$ cat src/rtl/ring_arb_pkg.sv
// Shared types and constants for the ring round-robin arbiter and its picker.
package ring_arb_pkg;

  localparam int unsigned N_DEFAULT        = 4;
  localparam int unsigned MAX_HOLD_DEFAULT = 16;

  typedef enum logic [1:0] {
    IDLE  = 2'b00,
    GRANT = 2'b01,
    GAP   = 2'b10
  } arb_state_e;

  function automatic int unsigned IDX_W(input int unsigned n);
    return (n > 1) ? $clog2(n) : 1;
  endfunction

endpackage

$ cat src/rtl/rr_pick.sv
// Combinational rotating priority find: first set request at or above the
// one-hot pointer position, wrapping modulo N.
module rr_pick
  import ring_arb_pkg::*;
#(
  parameter int unsigned N = N_DEFAULT
) (
  input  logic [N-1:0]         i_req,
  input  logic [N-1:0]         i_ptr,
  output logic                 o_valid,
  output logic [N-1:0]         o_gnt,
  output logic [IDX_W(N)-1:0]  o_idx
);

  localparam int unsigned IdxW = IDX_W(N);

  logic [IdxW-1:0] w_ptr_idx;
  logic [N-1:0]    w_rot;
  logic [IdxW:0]   w_sum;

  always_comb begin
    w_ptr_idx = '0;
    for (int unsigned i = 0; i < N; i++) begin
      if (i_ptr[i]) w_ptr_idx = IdxW'(i);
    end
  end

  // Bit j of w_rot is req[(ptr + j) mod N]; the lowest set bit wins.
  always_comb begin
    w_rot   = N'({i_req, i_req} >> w_ptr_idx);
    o_valid = 1'b0;
    o_idx   = '0;
    w_sum   = '0;
    for (int unsigned j = 0; j < N; j++) begin
      if (!o_valid && w_rot[j]) begin
        o_valid = 1'b1;
        w_sum   = {1'b0, w_ptr_idx} + (IdxW + 1)'(j);
        if (w_sum >= (IdxW + 1)'(N)) w_sum = w_sum - (IdxW + 1)'(N);
        o_idx   = w_sum[IdxW-1:0];
      end
    end
    o_gnt = o_valid ? (N'(1) << o_idx) : '0;
  end

endmodule

$ cat src/rtl/ring_rr_arbiter.sv
// Round-robin arbiter with one-hot rotating token and a one-cycle break-before-make gap.
// Optional grant-hold timeout with requester blocking when RING_ARB_TIMEOUT_EN is defined.
module ring_rr_arbiter
  import ring_arb_pkg::*;
#(
  parameter int unsigned N        = N_DEFAULT,
  parameter int unsigned MAX_HOLD = MAX_HOLD_DEFAULT
) (
  input  logic                 i_clk,
  input  logic                 i_rst_n,
  input  logic [N-1:0]         i_req,
  output logic [N-1:0]         o_gnt,
  output logic                 o_busy,
  output logic [IDX_W(N)-1:0]  o_owner_id,
  output logic [N-1:0]         o_ptr,
  output logic                 o_timeout
);

  localparam int unsigned IdxW = IDX_W(N);

  if (N < 2 || N > 16) begin : g_bad_n
    $error("ring_rr_arbiter: N must be in 2..16");
  end
  if (MAX_HOLD < 1) begin : g_bad_hold
    $error("ring_rr_arbiter: MAX_HOLD must be at least 1");
  end

  arb_state_e      r_state, w_state_d;
  logic [N-1:0]    r_gnt, w_gnt_d;
  logic            r_busy, w_busy_d;
  logic [IdxW-1:0] r_owner, w_owner_d;
  logic [N-1:0]    r_ptr, w_ptr_d;
  logic [N-1:0]    r_blocked, w_blocked_d;

  logic [N-1:0]    w_elig;
  logic            w_pick_valid;
  logic [N-1:0]    w_pick_gnt;
  logic [IdxW-1:0] w_pick_idx;
  logic            w_owner_req;
  logic [N-1:0]    w_next_ptr;
  logic            w_hold_limit;
  logic            w_force;

  assign w_elig      = i_req & ~r_blocked;
  assign w_owner_req = i_req[r_owner];
  // Token moves one past the owner: rotate the one-hot grant left.
  assign w_next_ptr  = {r_gnt[N-2:0], r_gnt[N-1]};
  assign w_force     = (r_state == GRANT) && w_owner_req && w_hold_limit;

  rr_pick #(
    .N (N)
  ) u_pick (
    .i_req   (w_elig),
    .i_ptr   (r_ptr),
    .o_valid (w_pick_valid),
    .o_gnt   (w_pick_gnt),
    .o_idx   (w_pick_idx)
  );

`ifdef RING_ARB_TIMEOUT_EN
  localparam int unsigned HoldW = $clog2(MAX_HOLD + 1);

  logic [HoldW-1:0] r_hold;
  logic             r_timeout;

  assign w_hold_limit = (r_hold == HoldW'(MAX_HOLD - 1));

  always_ff @(posedge i_clk or negedge i_rst_n) begin
    if (!i_rst_n) begin
      r_hold    <= '0;
      r_timeout <= 1'b0;
    end else begin
      r_timeout <= w_force;
      if (r_state == IDLE && w_pick_valid) begin
        r_hold <= '0;
      end else if (r_state == GRANT) begin
        r_hold <= r_hold + HoldW'(1);
      end
    end
  end

  assign o_timeout = r_timeout;
`else
  assign w_hold_limit = 1'b0;
  assign o_timeout    = 1'b0;
`endif

  always_comb begin
    w_state_d = r_state;
    w_gnt_d   = r_gnt;
    w_busy_d  = r_busy;
    w_owner_d = r_owner;
    w_ptr_d   = r_ptr;
    unique case (r_state)
      IDLE: begin
        if (w_pick_valid) begin
          w_gnt_d   = w_pick_gnt;
          w_owner_d = w_pick_idx;
          w_busy_d  = 1'b1;
          w_state_d = GRANT;
        end else begin
          w_gnt_d  = '0;
          w_busy_d = 1'b0;
        end
      end
      GRANT: begin
        if (!w_owner_req || w_force) begin
          w_gnt_d   = '0;
          w_busy_d  = 1'b0;
          w_ptr_d   = w_next_ptr;
          w_state_d = GAP;
        end
      end
      GAP: begin
        w_state_d = IDLE;
      end
      default: begin
        w_gnt_d   = '0;
        w_busy_d  = 1'b0;
        w_state_d = IDLE;
      end
    endcase
    // A block lifts as soon as its requester is seen low.
    w_blocked_d = (r_blocked & i_req) | (w_force ? r_gnt : '0);
  end

  always_ff @(posedge i_clk or negedge i_rst_n) begin
    if (!i_rst_n) begin
      r_state   <= IDLE;
      r_gnt     <= '0;
      r_busy    <= 1'b0;
      r_owner   <= '0;
      r_ptr     <= N'(1);
      r_blocked <= '0;
    end else begin
      r_state   <= w_state_d;
      r_gnt     <= w_gnt_d;
      r_busy    <= w_busy_d;
      r_owner   <= w_owner_d;
      r_ptr     <= w_ptr_d;
      r_blocked <= w_blocked_d;
    end
  end

  assign o_gnt      = r_gnt;
  assign o_busy     = r_busy;
  assign o_owner_id = r_owner;
  assign o_ptr      = r_ptr;

endmodule

$ cat config.mk
export PLATFORM = sky130hd
export DESIGN_NAME = ring_rr_arbiter
export DESIGN_NICKNAME = d
export VERILOG_FILES = /design/src/rtl/ring_arb_pkg.sv /design/src/rtl/rr_pick.sv /design/src/rtl/ring_rr_arbiter.sv
export SDC_FILE = /design/constraint.sdc
export NUM_CORES = 1
export LEC_CHECK = 0
export ABC_AREA = 1
export BUFFER_PORTS_ARGS = -buffer_cell sky130_fd_sc_hd__clkbuf_2
export CAP_MARGIN = 20
export CORE_MARGIN = 5
export CORE_UTILIZATION = 55
export DETAILED_ROUTE_END_ITERATION = 10
export PLACE_DENSITY = 0.8
export SYNTH_ARGS = -nofsm -noshare
export SYNTH_HDL_FRONTEND = slang
export SYNTH_SLANG_ARGS = --single-unit
$ cat constraint.sdc
create_clock -name i_clk -period 3.6 [get_ports i_clk]
set_input_delay 0.18 -clock i_clk [delete_from_list [all_inputs] [get_ports i_clk]]
set_output_delay 0.18 -clock i_clk [all_outputs]
set_load 0.05 [all_outputs]
==> flow_summary.yaml, run 1 <==
clock_network:
  cts-resized-gates: 0
  clkSinkCount: 17
  cts.clk_slew.worst_paths_ns: 0.10
  insertion_delay_ns: 0.30
  post_cts_buffers: 0
  clockBufferDepth: 2
  cts_tree: "built"
  cts_inserted_buffers: 3
  cts-root-buf: "clkbuf_4"
  htree_num_levels: 1
die:
  coreArea_um2: 1764
  fp.dieW_um: 53.64
  die_h_um: 53.64
  ios: 18
  die_area_um2: 2877
  initial_utilization_pct: 59.36
  num_rows: 15
sta:
  setup_viol: 0
  clock-skew-final_ns: 0.007666
  hold_viol: 0
  grt_setup_unrepaired: "no"
  fmax_mhz: 612.6
  setup_tns_ns: 0
  slew_viol_final: 0
  fin_crit_sh_pct: 45.34
  timing_worst_slew_pin_value_ns: 0.5683
  maxSlewHeadroom_pct: 61.71
  post-route-min-period_ns: 1.632
synth:
  synth_commonest_cells: "nand2_1 (52), inv_1 (21), nand3_1 (21)"
  synth_compound_area_share_pct: 5.735
  yosys_warnings: 0
  syn_inst: 152
  yosys.cell_count.top_type: "nand2_1"
  synth.area.top_cells: "dfrtp_1 (38%), nand2_1 (19%), nand3_1 (10%), inv_1 (7.5%), nand2_2 (3.6%)"
  synth_xor_area_share_pct: 0
  yosysSeqAreaShare_pct: 40.74
  synth.area.mux_share_pct: 0
  synth_cell_type_count: 18
  syn_nets: 158
  synth_top_area_share_pct: 38.23
  synth-simple-area-share_pct: 43.49
  synthAdderAreaFrac_pct: 0
  ys_async_sr_fraction_pct: 100.0
  syn_area_um2: 1047
  syn_avg_cell_area_um2: 6.890
  ys_ff_latch: 17
  synth_edf_count: 0
  synth_top_area_cell: "dfrtp_1"
  synth-main-ff-cell: "dfrtp_1"
  synth_top_family_by_area: "simple AND/OR/NAND/NOR gates"
setup_path:
  reg2reg_slack_ns: 1.97
  worstPathMaxFanout: 10
  worstSetupPathType: "reg -> reg"
  worst_r2r_path_depth: 10
  crit_start: "o_ptr[3]"
  r2r_start: "o_ptr[3]"
  required_ns: 3.79
  crit_arrival_ns: 1.83
  rr_endpoint: "o_owner_id[0]"
  start_kind: "flip-flop"
  crit_end: "o_owner_id[0]"
  cp-end-kind: "flip-flop"
grt:
  gr-total-overflow: 0
  grt_use_total_pct: 19.72
  grt_pass1_vias: 930
  antenna_found_initial: 0
  grt_pass1_wl_um: 4022
  grt_max_degree: 18
drt:
  drt_iter0_drc: 34
  drcViolationCount: 0
  dr_total_vias: 1004
  dr.pass1.iters: 4
  ant_nets: 0
  drt-vias-per-instance: 5.096
  drt_wl_total_um: 2336
  wl_per_cell_um: 11.86
cells_and_area:
  area_delta_synth_final_pct: 13.50
  layout-drive-gt1-share_pct: 23.26
  diodes: 0
  fillers: 166
  fin_nets: 179
worst_hold_path:
  hold_class: "in -> reg"
placement:
  routabilityCongestion: 0.9255
  portBuffers: 16
  dpl.hpwl_um: 1809
status:
  status: "finished clean"
flow_run:
  maxCapViolations: 0
cell usage in the layout (no fill, tap or decap):
| cell type | netlist | routed |
|---|---|---|
| a21oi_1 | 2 | 2 |
| clkbuf_2 | 0 | 16 |
| clkbuf_4 | 0 | 3 |
| clkinv_2 | 0 | 1 |
| conb_1 | 1 | 1 |
| dfrtp_1 | 16 | 16 |
| dfstp_2 | 1 | 1 |
| dlygate4sd3_1 | 0 | 1 |
| inv_1 | 21 | 21 |
| inv_2 | 4 | 4 |
| nand2_1 | 52 | 52 |
| nand2_2 | 6 | 6 |
| nand2_4 | 3 | 3 |
| nand3_1 | 21 | 21 |
| nand3_2 | 1 | 1 |
| nand4_1 | 4 | 4 |
| nor2_1 | 8 | 8 |
| nor2_2 | 3 | 3 |
| o21ai_0 | 6 | 6 |
| o21ai_2 | 1 | 1 |
| o21bai_2 | 1 | 1 |
how the worst min path moves through the flow:
stage	startpoint	to	slack, ns	depth (start not counted)
final	i_req[0]	r_blocked[0]	0.09	3
after global placement	i_rst_n	r_blocked[0]	0.13	1
after floorplan	i_rst_n	o_busy	-0.12	0
after CTS	i_req[0]	r_blocked[0]	0.09	3
after detailed placement	i_rst_n	r_blocked[2]	0.13	1
after global routing	i_req[0]	r_blocked[0]	0.1	3
layout make-up:
| class | count | area [um^2] | area share (%) |
|---|---|---|---|
| sequential | 17 | 426.7 | 35.89 |
| timing repair buffer | 17 | 90.09 | 7.579 |
| tap | 25 | 31.28 | 2.632 |
| clock buffer | 3 | 22.52 | 1.895 |
| multi-input combinational | 109 | 519.2 | 43.68 |
| clock inverter | 1 | 5.005 | 0.4211 |
| inverter | 25 | 93.84 | 7.895 |
logic make-up after synthesis:
family,count (synthesis)
AND/OR/NAND/NOR,98
buffers and inverters,26
AO/OA/AOI/OAI,10
flip-flops,17
other,1
per-layer routing:
| layer | track usage [%] | share of wire, % | vias up |
|---|---|---|---|
| li1 | - | - | 512 |
| met1 | 25.22 | 46 | 452 |
| met2 | 31.22 | 45 | 33 |
| met3 | 3.324 | 5.6 | 7 |
| met4 | 11.49 | 2.9 | 0 |
| met5 | 0 | 0 | - |
worst max-delay path, cell delays in order, from the launching register on:
cell and delay [ns]:
dfrtp_1 0.43, inv_2 0.18, nand2_4 0.12, nand2_1 0.10
nand2_1 0.09, nor2_2 0.14, nand4_1 0.14, nand2_2 0.14
inv_2 0.06, nand2_2 0.08, nand2_1 0.05
timing repair:
| action | 4_1_cts | 5_1_grt |
|---|---|---|
| hold buffers | 1 | 0 |
| endpoints found under the hold margin | 16 | 0 |
| endpoints found under the setup margin | 0 | 0 |
stage by stage:
stage / hold slack, ns / area [um^2] / instances / util (%) / worst slack [ns]
6_report: 0.09463 / 1189 / 197 / 67.38 / 1.968
5_1_grt: 0.09928 / 1189 / 197 / 67.38 / 1.820
4_1_cts: 0.09331 / 1189 / 197 / 67.38 / 1.953
3_5_place_dp: 0.1277 / 1151 / 192 / 65.25 / 1.979
3_3_place_gp: 0.1270 / 1151 / 192 / 65.25 / 2.031
2_1_floorplan: -0.1156 / 1047 / 152 / - / 1.860
registers in the layout, summed over array words and instances (netlist names):
register / flops
o_ptr: 4
r_blocked: 4
o_owner_id: 2
o_gnt: 4
o_busy: 1
r_state: 2
Power of run 1 is left out: the tool's default activity adds up to more than one toggle a clock period on the data nets, which glitch-free logic cannot reach.
==> run 2: changes to the inputs <==
Settings changed: ABC_AREA 1 to 0, CORE_UTILIZATION 55 to 47, PLACE_DENSITY 0.8 to 0.74.
Clock period 3.6 ns to 1.35 ns, I/O delays scaled along.
==> flow_summary.yaml, run 2 <==
synth:
  yosys.cell_count.top_type: "dfrtp_1"
  syn_area_um2: 912.1
  synth_cell_type_count: 37
  syn_nets: 90
  syn_inst: 84
  synth.area.top_cells: "dfrtp_1 (44%), mux2_2 (6.2%), a21oi_1 (3.3%), nand2_1 (3.3%), nor2b_4 (3.0%)"
  synth_edf_count: 0
  synth-main-ff-cell: "dfrtp_1"
  synth_top_area_share_pct: 43.90
  synth_commonest_cells: "dfrtp_1 (16), nand2_1 (8), nor2_1 (7)"
  ys_ff_latch: 17
  synth_top_area_cell: "dfrtp_1"
  yosysSeqAreaShare_pct: 46.78
  ys_async_sr_fraction_pct: 100.0
  syn_avg_cell_area_um2: 10.86
  yosys_warnings: 0
clock_network:
  cts.clk_slew.worst_paths_ns: 0.10
  cts_tree: "built"
  insertion_delay_ns: 0.30
  cts-root-buf: "clkbuf_4"
  cts_inserted_buffers: 3
  clkSinkCount: 17
  clockBufferDepth: 2
  htree_num_levels: 1
setup_path:
  crit_arrival_ns: 1.89
  worstPathMaxFanout: 6
  required_ns: 1.54
  start_kind: "flip-flop"
  cp-end-kind: "flip-flop"
  r2r_start: "r_blocked[2]"
  worstSetupPathType: "reg -> reg"
  crit_start: "r_blocked[2]"
cells_and_area:
  multiInputGateArea_um2: 654.4
  final_cell_mix: "clkbuf_2 (16), buf_4 (16), dfrtp_1 (12), mux2_4 (5), nand2_1 (5)"
  layout-drive-gt1-share_pct: 67.77
  area_delta_synth_final_pct: 51.30
  diodes: 0
  fin_nets: 128
  fin_util_pct: 72.57
  fillers: 131
  seqCellArea_um2: 431.7
die:
  num_rows: 16
  coreArea_um2: 1902
  initial_utilization_pct: 47.96
  die_h_um: 54.06
  fp.dieW_um: 54.06
  ios: 18
  die_area_um2: 2922
sta:
  setup_viol: 11
  post-route-min-period_ns: 1.702
  grt_setup_unrepaired: "yes"
  fin_ws_ns: -0.3516
  clock-skew-final_ns: 0.007745
  fin_crit_sh_pct: 126.0
  hold_viol: 0
  whs_ns: 0.06018
  slew_viol_final: 0
  fmax_mhz: 587.7
power_and_ir_drop:
  power-per-cell-area_nw_per_um2: 2225
  power_uw: 3071
  leakage_uw: 0.0006299
  vdd_drop_max_mv: 1.661
drt:
  drt_wl_total_um: 2485
  wl_per_cell_um: 16.79
  drt_iter0_drc: 9
  drt-vias-per-instance: 5.527
  ant_nets: 0
  dr_total_vias: 818
  dr.pass1.iters: 4
  drcViolationCount: 0
grt:
  antenna_found_initial: 0
  gr-total-overflow: 0
  grt_use_total_pct: 20.05
  grt_max_degree: 18
  grt_pass1_vias: 859
  grt_pass1_wl_um: 4084
worst_hold_path:
  min-delay-start: "i_req[2]"
  hold_class: "in -> reg"
placement:
  dpl.hpwl_um: 1600
  routabilityCongestion: 0.8644
  portBuffers: 16
status:
  status: "complete, but fails checks"
  violations: "setup timing"
flow_run:
  maxCapViolations: 0
## run 2: metal layers
metal	global-route usage (%)	vias to the layer above	wire (um)
met3	4.155	11	80
li1	-	384	-
met4	11.20	0	116
met5	0	-	0
met1	24.48	396	1053
met2	32.66	27	1235
## run 2: cell type report
type / count / share of cell area [%]
clock buffer: 3 / 1.632
sequential: 17 / 31.28
tap: 27 / 2.448
timing repair buffer: 35 / 16.86
multi-input combinational: 65 / 47.42
clock inverter: 1 / 0.3626
## run 2: stage by stage
step | cells | setup WS, ns | cell area, um^2 | TNS, ns
after CTS | 147 | -0.3252 | 1321 | -2.775
after global placement | 138 | -0.3069 | 1121 | -2.563
after floorplan | 84 | -0.4879 | 928.4 | -3.722
after global routing | 148 | -0.4257 | 1380 | -3.705
after detailed placement | 138 | -0.3498 | 1121 | -2.933
final | 148 | -0.3516 | 1380 | -2.963
## run 2: final timing paths
check / to / slack (ns) / cells past startpoint
setup / recovery: o_gnt[1] / -0.35 / 7
setup reg to reg: o_gnt[1] / -0.35 / 7
hold / removal: r_blocked[2] / 0.06 / 2
max in group asynchronous: o_ptr[0] / 0.79 / 2
hold reg to reg: r_blocked[1] / 0.52 / 1
min in group asynchronous: r_state[1] / 0.23 / 2
## run 2: repair_timing
| action | CTS | global route |
|---|---|---|
| cloned | 0 | 0 |
| pin swaps | 6 | 6 |
| hold buffers | 1 | 0 |
| endpoints found under the setup margin | 11 | 12 |
| gates resized for setup | 27 | 10 |
| buffers inserted | 4 | 1 |
| endpoints found under the hold margin | 16 | 0 |
## run 2: report_power, final
group | internal, uW | switching [uW]
Sequential | 678 | 198
Clock | 110 | 158
Combinational | 840 | 1090
## run 2: cell families after synthesis
| kind of cell | count (synthesis) | synth area share [%] |
|---|---|---|
| mux | 7 | 9.739 |
| other cells | 1 | 0.4111 |
| compound gates | 22 | 17.70 |
| flops | 17 | 46.78 |
| simple gates | 35 | 23.32 |
| buf+inv | 2 | 2.058 |
## run 2: critical path: stages (launching register included)
cell and delay [ns]:
dfrtp_1 0.42, nor2b_4 0.24, nor2_4 0.09, buf_4 0.14, a221oi_2 0.28, o32a_4 0.26, buf_4 0.13, o31ai_4 0.05
(Power assumes the default switching activity.)
==> run 3: changes to the inputs <==
Settings changed: CORE_UTILIZATION 47 to 50, CTS_BUF_LIST set to sky130_fd_sc_hd__clkbuf_4 sky130_fd_sc_hd__clkbuf_8, GPL_TIMING_DRIVEN set to 0, PLACE_DENSITY 0.74 to 0.78.
==> flow_summary.yaml, run 3 (same netlist as run 2, synthesis figures left out) <==
cells_and_area:
  final_cell_area_um2: 1291
  fin_nets: 122
  final_cell_mix: "clkbuf_2 (16), dfrtp_1 (12), buf_4 (8), nand2_1 (7)"
  layout-drive-gt1-share_pct: 62.61
  diodes: 0
  final_common_cell: "clkbuf_2"
  area_delta_synth_final_pct: 41.56
  fin_util_pct: 74.78
drt:
  drt_wl_total_um: 2200
  dr_total_vias: 780
  ant_nets: 0
  wl_per_cell_um: 15.71
  drt_iter0_drc: 19
  drt-vias-per-instance: 5.571
  drcViolationCount: 0
  dr.pass1.iters: 6
die:
  initial_utilization_pct: 52.83
  die_area_um2: 2778
  die_h_um: 52.71
  num_rows: 15
  ios: 18
  fp.dieW_um: 52.71
  coreArea_um2: 1727
clock_network:
  clockBufferDepth: 2
  clkSinkCount: 17
  cts.clk_slew.worst_paths_ns: 0.09
  cts-root-buf: "clkbuf_4"
  insertion_delay_ns: 0.29
  cts_tree: "built"
  htree_num_levels: 1
  cts_inserted_buffers: 3
power_and_ir_drop:
  pwr-share-clk_pct: 9.2
  power-per-cell-area_nw_per_um2: 2231
  swShare_pct: 47.04
  pwr-share-comb_pct: 61.2
  p_sw_uw: 1355
  leakage_uw: 0.0005923
  seqPwrFrac_pct: 29.5
  vdd_drop_max_mv: 1.283
  p_int_uw: 1525
placement:
  routabilityCongestion: 0.8392
  dpl.hpwl_um: 1393
  placed_area_um2: 1040
  portBuffers: 16
grt:
  grt_use_total_pct: 18.54
  grt_pass1_wl_um: 3732
  gr-total-overflow: 0
  grt_pass1_vias: 832
  grt_max_degree: 18
  antenna_found_initial: 0
flow_run:
  maxCapViolations: 0
sta:
  fin_ws_ns: -0.3752
  fmax_mhz: 579.7
  setup_viol: 12
  post-route-min-period_ns: 1.725
  clock-skew-final_ns: 0.0006541
  slew_viol_final: 0
  hold_viol: 0
  grt_setup_unrepaired: "yes"
  setup_tns_ns: -3.140
  fin_crit_sh_pct: 127.8
setup_path:
  worstPathMaxFanout: 3
  cp-end-kind: "flip-flop"
  required_ns: 1.53
  start_kind: "flip-flop"
  worstSetupPathType: "reg -> reg"
  crit_arrival_ns: 1.91
status:
  violations: "setup timing"
  status: "complete, but fails checks"
worst_hold_path:
  hold_class: "in -> reg"
[run 3: cell types whose count changed in the layout (fill, tap and decap cells not counted), moves of 2 or more]
cell / delta
o21ai_0: -2
nand2_1: +2
nand2_2: -2
buf_4: -8
[run 3: power by group through the flow]
stage               combinational (uW)  clock (uW)  sequential (uW)
finish                            1760         266              851
global route                      1880         300              877
CTS                               1600         280              856
detailed placement                1320           0              869
global placement                  1310           0              861
floorplan                          635           0             1270
[run 3: final timing paths]
path,from,end,slack (ns),cells past startpoint
max in group asynchronous,i_rst_n,o_ptr[0],0.79,2
hold reg to reg,o_busy,o_busy,0.50,2
setup reg to reg,o_owner_id[0],o_ptr[1],-0.38,4
setup / recovery,o_owner_id[0],o_ptr[1],-0.38,4
hold / removal,i_req[2],r_blocked[2],0.05,2
min in group asynchronous,i_rst_n,r_blocked[3],0.23,2
[run 3: per-layer routing]
metal	track usage [%]	vias up	part of all wire, %
li1	-	370	-
met1	23.42	378	45
met2	29.96	26	49
met3	4.274	6	3.8
met4	8.085	0	2.3
met5	0	-	0
[run 3: metrics by stage]
stage          power [uW]  worst slack [ns]  hold slack, ns  std cells
2_1_floorplan        1904           -0.4879         -0.2281         84
3_3_place_gp         2173           -0.3891         0.01653        125
3_5_place_dp         2194           -0.4216         0.02241        125
4_1_cts              2740           -0.3887         0.04109        138
5_1_grt              3054           -0.4261         0.04827        140
6_report             2880           -0.3752         0.04816        140
[run 3: final cells by class]
cell class              count  area (um^2)
plain buffers               2        18.77
clock buffers               3        22.52
clock inverters             1        5.005
fillers                   122        435.4
multi-input cells          65        596.8
flip-flops and latches     17        431.7
well taps                  25        31.28
repair buffers             27        185.2
[run 3: worst max-delay path: stages, from the launching register on]
cell	delay, ns
dfrtp_2	0.39
mux4_2	0.55
nor3b_4	0.24
buf_4	0.15
mux2_4	0.28
[run 3: repair_timing]
| action | in CTS | in global routing |
|---|---|---|
| endpoints found under the hold margin | 16 | 0 |
| resized for setup | 21 | 8 |
| hold buffers | 1 | 0 |
| endpoints found under the setup margin | 12 | 12 |
| pin swaps | 6 | 2 |
| setup buffers | 8 | 2 |
